<file path="src/rtl/alu_pkg.sv">
// Shared ALU definitions: datapath geometry and the 20 operation codes.
// Used by alu_operand_stage, alu_regfile and the ALU itself.
package alu_pkg;

    localparam int DW   = 16;
    localparam int NREG = 8;
    localparam int AW   = 3;
    localparam int CW   = 5;

    localparam logic [CW-1:0] ALU_ADD   = 5'd0;
    localparam logic [CW-1:0] ALU_SUB   = 5'd1;
    localparam logic [CW-1:0] ALU_AND   = 5'd2;
    localparam logic [CW-1:0] ALU_OR    = 5'd3;
    localparam logic [CW-1:0] ALU_XOR   = 5'd4;
    localparam logic [CW-1:0] ALU_SLL   = 5'd5;
    localparam logic [CW-1:0] ALU_SRL   = 5'd6;
    localparam logic [CW-1:0] ALU_SRA   = 5'd7;
    localparam logic [CW-1:0] ALU_SLT   = 5'd8;
    localparam logic [CW-1:0] ALU_SLTU  = 5'd9;
    localparam logic [CW-1:0] ALU_MUL   = 5'd10;
    localparam logic [CW-1:0] ALU_MULH  = 5'd11;
    localparam logic [CW-1:0] ALU_MIN   = 5'd12;
    localparam logic [CW-1:0] ALU_MAX   = 5'd13;
    localparam logic [CW-1:0] ALU_MINU  = 5'd14;
    localparam logic [CW-1:0] ALU_MAXU  = 5'd15;
    localparam logic [CW-1:0] ALU_PASSA = 5'd16;
    localparam logic [CW-1:0] ALU_PASSB = 5'd17;
    localparam logic [CW-1:0] ALU_NOT   = 5'd18;
    localparam logic [CW-1:0] ALU_NEG   = 5'd19;

endpackage

</file>
<file path="src/rtl/alu_regfile.sv">
// NREG x DW register file: two operand read ports, one debug read port,
// one write port. r0 always reads 0 and ignores writes; sync active-low reset.
module alu_regfile #(
    parameter int DW   = alu_pkg::DW,
    parameter int NREG = alu_pkg::NREG,
    parameter int AW   = alu_pkg::AW
) (
    input  logic          clk,
    input  logic          rst_n,
    input  logic [AW-1:0] ra_addr,
    output logic [DW-1:0] ra_data,
    input  logic [AW-1:0] rb_addr,
    output logic [DW-1:0] rb_data,
    input  logic [AW-1:0] dbg_addr,
    output logic [DW-1:0] dbg_data,
    input  logic          we,
    input  logic [AW-1:0] waddr,
    input  logic [DW-1:0] wdata
);

    logic [DW-1:0] regs [NREG];

    always_ff @(posedge clk) begin
        if (!rst_n) begin
            for (int i = 0; i < NREG; i++) begin
                regs[i] <= '0;
            end
        end else if (we && (waddr != '0)) begin
            regs[waddr] <= wdata;
        end
    end

    assign ra_data  = (ra_addr  == '0) ? '0 : regs[ra_addr];
    assign rb_data  = (rb_addr  == '0) ? '0 : regs[rb_addr];
    assign dbg_data = (dbg_addr == '0) ? '0 : regs[dbg_addr];

endmodule

</file>
<file path="src/rtl/alu_operand_stage.sv">
// Operand fetch/issue stage: reads A/B from the register file, registers them
// toward the ALU, and writes the ALU result back one edge after issue.
// Ports: in_* upstream op (valid/ready), alu_* issued op and result alu_c,
// dbg_addr/dbg_data register peek, issue_cnt accepted-op counter.
// Build option: ALU_FWD_EN forwards alu_c on hazards instead of stalling.
module alu_operand_stage
    import alu_pkg::*;
#(
    parameter int DW   = alu_pkg::DW,
    parameter int NREG = alu_pkg::NREG,
    parameter int AW   = alu_pkg::AW
) (
    input  logic          clk,
    input  logic          rst_n,
    input  logic          in_valid,
    output logic          in_ready,
    input  logic [CW-1:0] in_code,
    input  logic [AW-1:0] in_rd,
    input  logic [AW-1:0] in_rs1,
    input  logic [AW-1:0] in_rs2,
    input  logic          in_use_imm,
    input  logic [DW-1:0] in_imm,
    output logic          alu_valid,
    output logic [DW-1:0] alu_a,
    output logic [DW-1:0] alu_b,
    output logic [CW-1:0] alu_code,
    input  logic [DW-1:0] alu_c,
    input  logic [AW-1:0] dbg_addr,
    output logic [DW-1:0] dbg_data,
    output logic [15:0]   issue_cnt
);

    logic [AW-1:0] rd_q;
    logic [DW-1:0] rs1_data;
    logic [DW-1:0] rs2_data;
    logic [DW-1:0] op_a;
    logic [DW-1:0] op_b;
    logic          wb_en;
    logic          hz_a;
    logic          hz_b;
    logic          accept;

    alu_regfile #(
        .DW  (DW),
        .NREG(NREG),
        .AW  (AW)
    ) u_rf (
        .clk     (clk),
        .rst_n   (rst_n),
        .ra_addr (in_rs1),
        .ra_data (rs1_data),
        .rb_addr (in_rs2),
        .rb_data (rs2_data),
        .dbg_addr(dbg_addr),
        .dbg_data(dbg_data),
        .we      (wb_en),
        .waddr   (rd_q),
        .wdata   (alu_c)
    );

    // The op at the ALU writes rd_q on the coming edge; an incoming op
    // reading that register would otherwise see the pre-write value.
    assign wb_en = alu_valid && (rd_q != '0);
    assign hz_a  = wb_en && in_valid && (in_rs1 == rd_q);
    assign hz_b  = wb_en && in_valid && !in_use_imm && (in_rs2 == rd_q);

`ifdef ALU_FWD_EN
    assign in_ready = 1'b1;
    assign op_a = hz_a ? alu_c : rs1_data;
    assign op_b = in_use_imm ? in_imm : (hz_b ? alu_c : rs2_data);
`else
    // One-cycle stall: the writeback lands on this edge, so the retry
    // on the next edge reads the updated register file.
    assign in_ready = !(hz_a || hz_b);
    assign op_a = rs1_data;
    assign op_b = in_use_imm ? in_imm : rs2_data;
`endif

    assign accept = in_valid && in_ready;

    always_ff @(posedge clk) begin
        if (!rst_n) begin
            alu_valid <= 1'b0;
            alu_a     <= '0;
            alu_b     <= '0;
            alu_code  <= '0;
            rd_q      <= '0;
            issue_cnt <= '0;
        end else begin
            alu_valid <= accept;
            if (accept) begin
                alu_a     <= op_a;
                alu_b     <= op_b;
                alu_code  <= in_code;
                rd_q      <= in_rd;
                issue_cnt <= issue_cnt + 16'd1;
            end
        end
    end

endmodule

</file>
<file path="config.mk">
export PLATFORM = sky130hd
export DESIGN_NAME = alu_operand_stage
export DESIGN_NICKNAME = d
export VERILOG_FILES = /design/src/rtl/alu_pkg.sv /design/src/rtl/alu_regfile.sv /design/src/rtl/alu_operand_stage.sv
export SDC_FILE = /design/constraint.sdc
export NUM_CORES = 1
export LEC_CHECK = 0
export BUFFER_PORTS_ARGS = -buffer_cell sky130_fd_sc_hd__buf_2
export CAP_MARGIN = 30
export CORE_ASPECT_RATIO = 1.2
export CORE_MARGIN = 4
export CORE_UTILIZATION = 54
export CTS_BUF_LIST = sky130_fd_sc_hd__clkbuf_4
export DETAILED_ROUTE_END_ITERATION = 8
export MAX_ROUTING_LAYER = met4
export PLACE_DENSITY = 0.84
export SYNTH_ARGS = -nofsm -noshare
export SYNTH_HDL_FRONTEND = slang
export SYNTH_SLANG_ARGS = --single-unit
</file>
<file path="constraint.sdc">
create_clock -name clk -period 2.3 [get_ports clk]
set_input_delay 0.23 -clock clk [delete_from_list [all_inputs] [get_ports clk]]
set_output_delay 0.23 -clock clk [all_outputs]
set_load 0.01 [all_outputs]
</file>
== After elaboration in Yosys (flattened, before gate mapping) ==
Memory sizes are Yosys's and may differ from the RTL's.
Index checks and enable logic that the tools add are counted.

* $add $sub $neg: 1
* Multiplexer cells: 11
* Eq/ne operators: 2
* Reduce and logical (&&, ||, !) cells: 15

{| class="wikitable"
|+ Operator list
! kind !! count
|-
| two-way mux 16 bit || 5
|-
| adder 16 x 1 -> 16 bit (second input constant) || 1
|-
| OR reduction 16 bit || 1
|-
| zero test 3 bit || 3
|-
| logical AND 1 bit || 7
|-
| == test 3 bit || 2
|-
| two-way mux 1 bit || 5
|-
| two-way mux 3 bit || 1
|-
| nonzero test 3 bit || 1
|-
| zero test 1 bit || 2
|-
| logical OR 1 bit || 1
|}

* Word-level logic and storage cells: 36
* Bits in registers: 57
* Bits of input ports: 53
* Output and inout port bits: 71
* Memories: 1
* RAM bits: 128

{| class="wikitable"
|+ Memories
! memory !! words !! bits a word !! rd ports !! clocked after Yosys merged registers in !! wr ports !! line !! RTL
|-
| u_rf.regs || 8 || 16 || 3 || 0 || 8 || alu_regfile.sv:21 || <nowiki>logic [DW-1:0] regs [NREG];</nowiki>
|}

== Longest topological paths before layout ==
Gate-level depths: netlist of run 1.

* Depth in word-level cells: 8
* Mapped depth: 8
* Gate-level depth less buffers: 5

== Cells and area by module ==
A second synthesis of run 1 with hierarchy kept.

* Cell total of the unflattened synthesis: 865
* Area, all modules: 9923.3 sq um

{| class="wikitable"
|+ By module, submodules not included
! module !! area an instance (sq um) !! cells an instance !! instances !! seq. area each (sq um)
|-
| alu_regfile || 7398.3 || 571 || 1 || 3363.2
|-
| alu_operand_stage || 2524.9 || 294 || 1 || 1141.1
|}

== Least setup slack after synthesis of run 1 ==
No wires, ideal clock.

* Path kind: reg-to-reg
* Start point: reg alu_valid
* End point: mem u_rf.regs[7][0], enable pin
* Setup time: 0.411 ns
* Data required time: 1.889 ns
* Data arrival time: 1.890 ns
* Period minus slack after synthesis: 2.301 ns
* Cell stages (with the launch flop): 3
* Setup slack: -0.001 ns
* Path buffers: 0
* Path through: dfxtp_1 nand3_1 o21ai_0

{| class="wikitable"
|+ RTL lines
! what !! line !! RTL
|-
| from (decl) || alu_operand_stage.sv:23 || <nowiki>output logic alu_valid,</nowiki>
|-
| from (signal assigned) || alu_operand_stage.sv:90 || <nowiki>alu_valid <= accept;</nowiki>
|-
| to (decl) || alu_regfile.sv:21 ||
|}

== Worst setup path in the final report of run 1 ==
* Start point: reg rd_q[0]
* End point: out in_ready

* Cells in the longest elaborated chain, start to end: 7
* Elaborated cells on any way between the ends: 10
* Those cells by class: eq/ne (2); reduce/logical (8)

{| class="wikitable"
|+ Ends and longest elaborated chain
! what !! line !! RTL
|-
| from (decl) || alu_operand_stage.sv:33 || <nowiki>logic [AW-1:0] rd_q;</nowiki>
|-
| from (signal assigned) || alu_operand_stage.sv:95 || <nowiki>rd_q <= in_rd;</nowiki>
|-
| nonzero test 3 bit || alu_operand_stage.sv:63 || <nowiki>assign wb_en = alu_valid && (rd_q != '0);</nowiki>
|-
| logical AND 1 bit || alu_operand_stage.sv:63 ||
|-
| logical AND 1 bit || alu_operand_stage.sv:64, alu_operand_stage.sv:65 ||
|-
| logical AND 1 bit (2 in series) || alu_operand_stage.sv:65 || <nowiki>assign hz_b = wb_en && in_valid && !in_use_imm && (in_rs2 == rd_q);</nowiki>
|-
| logical OR 1 bit * || alu_operand_stage.sv:74 || <nowiki>assign in_ready = !(hz_a || hz_b);</nowiki>
|-
| zero test 1 bit * || alu_operand_stage.sv:74 ||
|-
| to (decl) || alu_operand_stage.sv:16 || <nowiki>output logic in_ready,</nowiki>
|}

Mark *: on every way between the ends. The rest lies on a longest branch, timed or not.

==> impl_metrics.toml, run 1 <==
[final_layout]
layout.nets = 1057
final_util_pct = 65.17
area_delta_synth_final_pct = 17.74
drive_gt1_share_pct = 30.51
fin_cells = 1233

[setup_path]
path_delay_family = "simple AND/OR/NAND/NOR gates"
crit_fanout = 7
path_buf_inv = 1
rrSetupSlack_ps = 200
r2r_start = "rd_q[2]"
end_kind = "output pin"
crit_type = "register to output pin"
rr_worst_depth = 5
r2r_end = "alu_a[15]"
crit_required_ps = 2070
cpPeakStageDelay_ps = 400
arrival_ps = 2000
crit_chain = "xor2_1 > nor3_2 > o221a_4 > nand2_1 > buf_2"
worst_setup_path_start_kind = "register"
slowest_stage = "dfxtp_2"

[sta]
whs_ps = 33.66
tns_ps = 0
min_period_ps = 2231
hold_violations = 0
fin_crit_sh_pct = 97.01
drv_slew = 0
tightest_slew_ps = 684.3
relSlewSlack_pct = 54.38
skew_ps = 22.28
timing.fmax_mhz = 448.2
rsz0062_at_grt = "no"
setup_viol = 0

[status]
violations = "DRC"
status = "finished, violations left"

[routing]
vias = 8077
met2WireLength_mm = 13.71
first_pass_iters = 8
wl_met1_mm = 9.901
wl_met3_mm = 3.698
post_drt_wl_per_cell_um = 23.20
dr.max_layer_used = "met4"
drc_errors = 2
drt_iter0_markers = 1090
wirelength_mm = 28.61
ant_nets = 0
vias_per_cell = 6.551

[cts]
cts_max_level = 4
clk_latency_ps = 590
numClockSinks = 169
cts_buffers = 17
clk_pin_slew_ps = 140
cts_tree = "done"
clk_path_buf_depth = 2
cts_root_buf = "clkbuf_4"

[die]
dieWidth_um = 128.7
dieArea_um2 = 19660
initial_core_util_pct = 55.35
num_rows = 52
die_h_um = 152.8
core_area_um2 = 17050
io_pins = 124

[synthesis]
syn_area_um2 = 9435
synth.largest_area_cell = "edfxtp_1"
yosys.area.top_type_share_pct = 35.65
yosysWarningCount = 0
synth_most_common_cell = "and2_1"
syn_nets = 899
async_reset_ff_share_pct = 0
ys_types = 49
syn-mean-instance-area_um2 = 11.17
synth_area_leaders = "edfxtp_1 36%, dfxtp_1 12%, mux4_2 8.8%"
yosys_register_bits = 169
synth-seq-area-share_pct = 47.74
synth_edf_count = 112
synth_common_cells = "114 x and2_1, 112 x edfxtp_1, 58 x o21ai_0, 57 x dfxtp_1, 54 x a21oi_1"
ys.flop_type = "edfxtp_1"
netlist_instances = 845

[global_route]
antenna_found_initial = 1
grt_pass1_wl_mm = 44.43
grt_pass1_vias = 8122
grt_max_degree = 45
track_usage_pct = 30.25
gr-total-overflow = 0

[power]
p_per_area_nw_per_um2 = 558.0
leakage_nw = 4.398
ir_worst_vdd_uv = 369.0

[placement]
dpl.cell_count = 1169
place_congestion = 0.9313
port_buffers = 123
place_hpwl_mm = 19.32

[worst_hold_path]
whs_endpoint = "alu_b[11]"
whs_path_depth = 3
hp-start = "in_imm[11]"
hold_class = "input port to register"

[run]
cap_violations = 0
[placed cells by master (no fill, tap or decap), types with 17 or more instances in the layout]
cell / count
nand2_1: 40
mux2i_1: 38
dlygate4sd3_1: 28
nand3_1: 30
buf_4: 57
a21oi_1: 54
and2_1: 114
o21ai_0: 51
o221ai_1: 21
edfxtp_1: 112
inv_1: 19
a22oi_1: 26
mux2_2: 49
mux4_2: 37
clkbuf_4: 17
buf_2: 123
dfxtp_1: 54
nor2_1: 22
[metrics by stage]
stage / cell area (µm²) / worst slack, ps / total power, W
after floorplan: 9435 / -0.9988 / 0.004069
after global placement: 10500 / 350.3 / 0.004444
after detailed placement: 10500 / 274.6 / 0.004470
after CTS: 11100 / 19.56 / 0.006191
after global routing: 11110 / 2.155 / 0.006424
final: 11110 / 68.88 / 0.006199
[cell type report]
type | instances | area, µm²
Timing Repair Buffer | 213 | 1424
Tap cell | 216 | 270.3
Clock inverter | 15 | 151.4
Clock buffer | 17 | 127.6
Sequential cell | 169 | 4511
Inverter | 21 | 78.83
Fill cell | 1265 | 5937
Antenna cell | 1 | 2.502
Multi-Input combinational cell | 581 | 4544
[report_power, final]
part / internal [W] / switching (W) / leakage (nW)
registers: 0.00335 / 0.0000991 / 1.63
clock network: 0.000645 / 0.00108 / 0.137
logic: 0.000449 / 0.000573 / 2.64
[kinds of logic after synthesis]
| group | share of synthesized area [%] |
|---|---|
| muxes | 18.71 |
| AOI/OAI and AO/OA | 13.49 |
| and+or+nand+nor | 15.01 |
| buffers and inverters | 4.363 |
| DFF | 47.74 |
| xor gates and xnor gates | 0.5570 |
| adders and majority gates | 0.1326 |
[worst max-delay path by stage]
stage / from / end / cells after the start
finish: rd_q[0] / in_ready / 5
global placement: rd_q[2] / alu_a[15] / 4
CTS: rd_q[0] / in_ready / 5
floorplan: alu_valid / u_rf.regs[7][0] / 2
global route: rd_q[1] / in_ready / 5
detailed placement: rd_q[0] / alu_b[15] / 6
[flip-flops by register name, indices dropped and copies added (netlist names)]
| register | cells |
|---|---|
| u_rf.regs | 112 |
| alu_valid | 1 |
| alu_code | 5 |
| issue_cnt | 16 |
| alu_a | 16 |
| alu_b | 16 |
| rd_q | 3 |
[repair_timing]
action,4_1_cts,5_1_grt
gates cloned,1,0
resized for setup,3,3
endpoints found under the hold margin,121,0
hold buffers,28,0
setup buffers,2,0
pin swaps,2,1
setup endpoints to repair,1,1
[routing by layer]
metal	vias to the layer above	track usage (%)
met5	-	-
met4	0	14.71
met3	113	7.363
met2	593	47.26
met1	3848	36.61
li1	3523	-
[worst register-to-register path, cell delays in order (launching register included)]
cell	delay, ps
dfxtp_2	390
or2_2	370
o221a_4	300
buf_4	200
nor2_4	510
o21ai_0	200
No activity file was read; power rests on OpenSTA's default activity.
==> run 2: changes to the inputs <==
REMOVE_ABC_BUFFERS = 1   (was not set)
==> impl_metrics.toml, run 2 (synthesis gave the netlist of run 1 again) <==
[final_layout]
mostFrequentLayoutCells = "122 x buf_2, 114 x and2_1, 112 x edfxtp_1"
largest_reg_flops = 112
layout.nets = 1059
drive_gt1_share_pct = 30.45
layout_commonest_cell = "buf_2"
area_delta_synth_final_pct = 18.95
top_register = "u_rf.regs"

[sta]
whs_ps = 46.24
tns_ps = 0
hold_violations = 0
fin_crit_sh_pct = 97.16
relSlewSlack_pct = 45.73
tightest_slew_ps = 811.1
rsz0062_at_grt = "yes"
timing.fmax_mhz = 447.5
drv_slew = 0
min_period_ps = 2235
skew_ps = 30.36
setup_viol = 0

[cts]
clk_latency_ps = 610
clk_path_buf_depth = 2
cts_max_level = 4
cts_tree = "done"
cts_buffers = 17
numClockSinks = 169
clk_pin_slew_ps = 140
cts_root_buf = "clkbuf_4"

[setup_path]
path_delay_family = "compound AO/OA/AOI/OAI gates"
crit_fanout = 3
crit_type = "register to output pin"
crit_chain = "mux2_2 > a221oi_1 > a21oi_1 > buf_2"
arrival_ps = 2000
path_buf_inv = 1
crit_start = "u_rf.regs[3][10]"
crit_required_ps = 2070
slowest_stage = "edfxtp_1"
end_kind = "output pin"
r2r_start = "rd_q[2]"
worst_setup_path_start_kind = "register"
cpPeakStageDelay_ps = 450

[routing]
first_pass_iters = 6
vias = 8100
vias_per_cell = 6.559
post_drt_wl_per_cell_um = 23.50
wirelength_mm = 29.02
drc_errors = 0
drt_iter0_markers = 951
ant_nets = 0

[worst_hold_path]
hold_class = "input port to register"
hp-start = "in_imm[7]"

[die]
io_pins = 124
dieWidth_um = 128.7
die_h_um = 152.8
core_area_um2 = 17050
dieArea_um2 = 19660
num_rows = 52
initial_core_util_pct = 55.35

[placement]
place_hpwl_mm = 18.70
port_buffers = 123
place_congestion = 0.9521

[global_route]
grt_max_degree = 45
gr-total-overflow = 0
track_usage_pct = 30.22
grt_pass1_wl_mm = 43.81
grt_pass1_vias = 7836
antenna_found_initial = 1

[power]
ir_worst_vdd_uv = 333.1
p_per_area_nw_per_um2 = 583.6
total_power_w = 0.006550
leakage_nw = 4.452

[run]
cap_violations = 0

[status]
status = "finished, final reports clean"
[run 2: changes by cell type in the layout (fill, tap and decap cells not counted), moves of 2 or more]
| cell | delta |
|---|---|
| buf_12 | -2 |
| buf_4 | -3 |
| clkinvlp_4 | -3 |
| clkinv_1 | -3 |
| bufinv_16 | +3 |
| dlygate4sd3_1 | +7 |
[run 2: area by class of cell]
cell class	instances	area, µm²
antenna	1	2.502
clock inverter	14	220.2
multi-input combinational	581	4566
fill	1258	5823
tap	216	270.3
sequential	169	4513
clock buffer	18	135.1
inverter	21	78.83
timing repair buffer	215	1438
[run 2: repair_timing]
action                                  in CTS  in global routing
buffers inserted                             4                  1
hold endpoints to repair                   130                  1
cloned                                       1                  0
resized for setup                            4                  7
endpoints found under the setup margin       1                  1
hold buffers                                34                  1
pin swaps                                    2                  1
[run 2: worst reg2reg max path, cell delays in order (launching register included)]
cell and delay [ps]:
dfxtp_2 380, or2_2 390, o221a_4 320, buf_4 190, nor2_4 550, mux2i_1 270
[run 2: path summary, 6_finish.rpt]
path / endpoint / slack [ps] / cells past startpoint
worst max-delay path: dbg_data[10] / 70 / 4
worst min-delay path: alu_b[7] / 50 / 4
worst max register to register: alu_b[11] / 150 / 5
worst min register to register: alu_b[14] / 460 / 2
[run 2: metal layers]
layer	global-route usage (%)	share of wire [%]	up-vias
li1	-	-	3526
met1	35.91	35	3795
met2	46.05	47	589
met3	6.978	11	190
met4	19.11	7.3	0
met5	-	0	-
[run 2: metrics by stage]
stage	cells	cell area, µm²	worst slack, ps	utilization, %
after floorplan	770	9102	-9.802	-
after global placement	1162	10420	316.0	61.15
after detailed placement	1162	10420	259.0	61.15
after CTS	1232	11170	70.29	65.53
after global routing	1235	11220	-14.65	65.84
final	1235	11220	65.24	65.84
[run 2: power breakdown]
part / total, W / switching, W / internal (W) / leakage, nW
combinational: 0.00102 / 0.000572 / 0.000449 / 2.64
sequential: 0.00346 / 0.000104 / 0.00335 / 1.63
clock: 0.00207 / 0.00108 / 0.000995 / 0.184
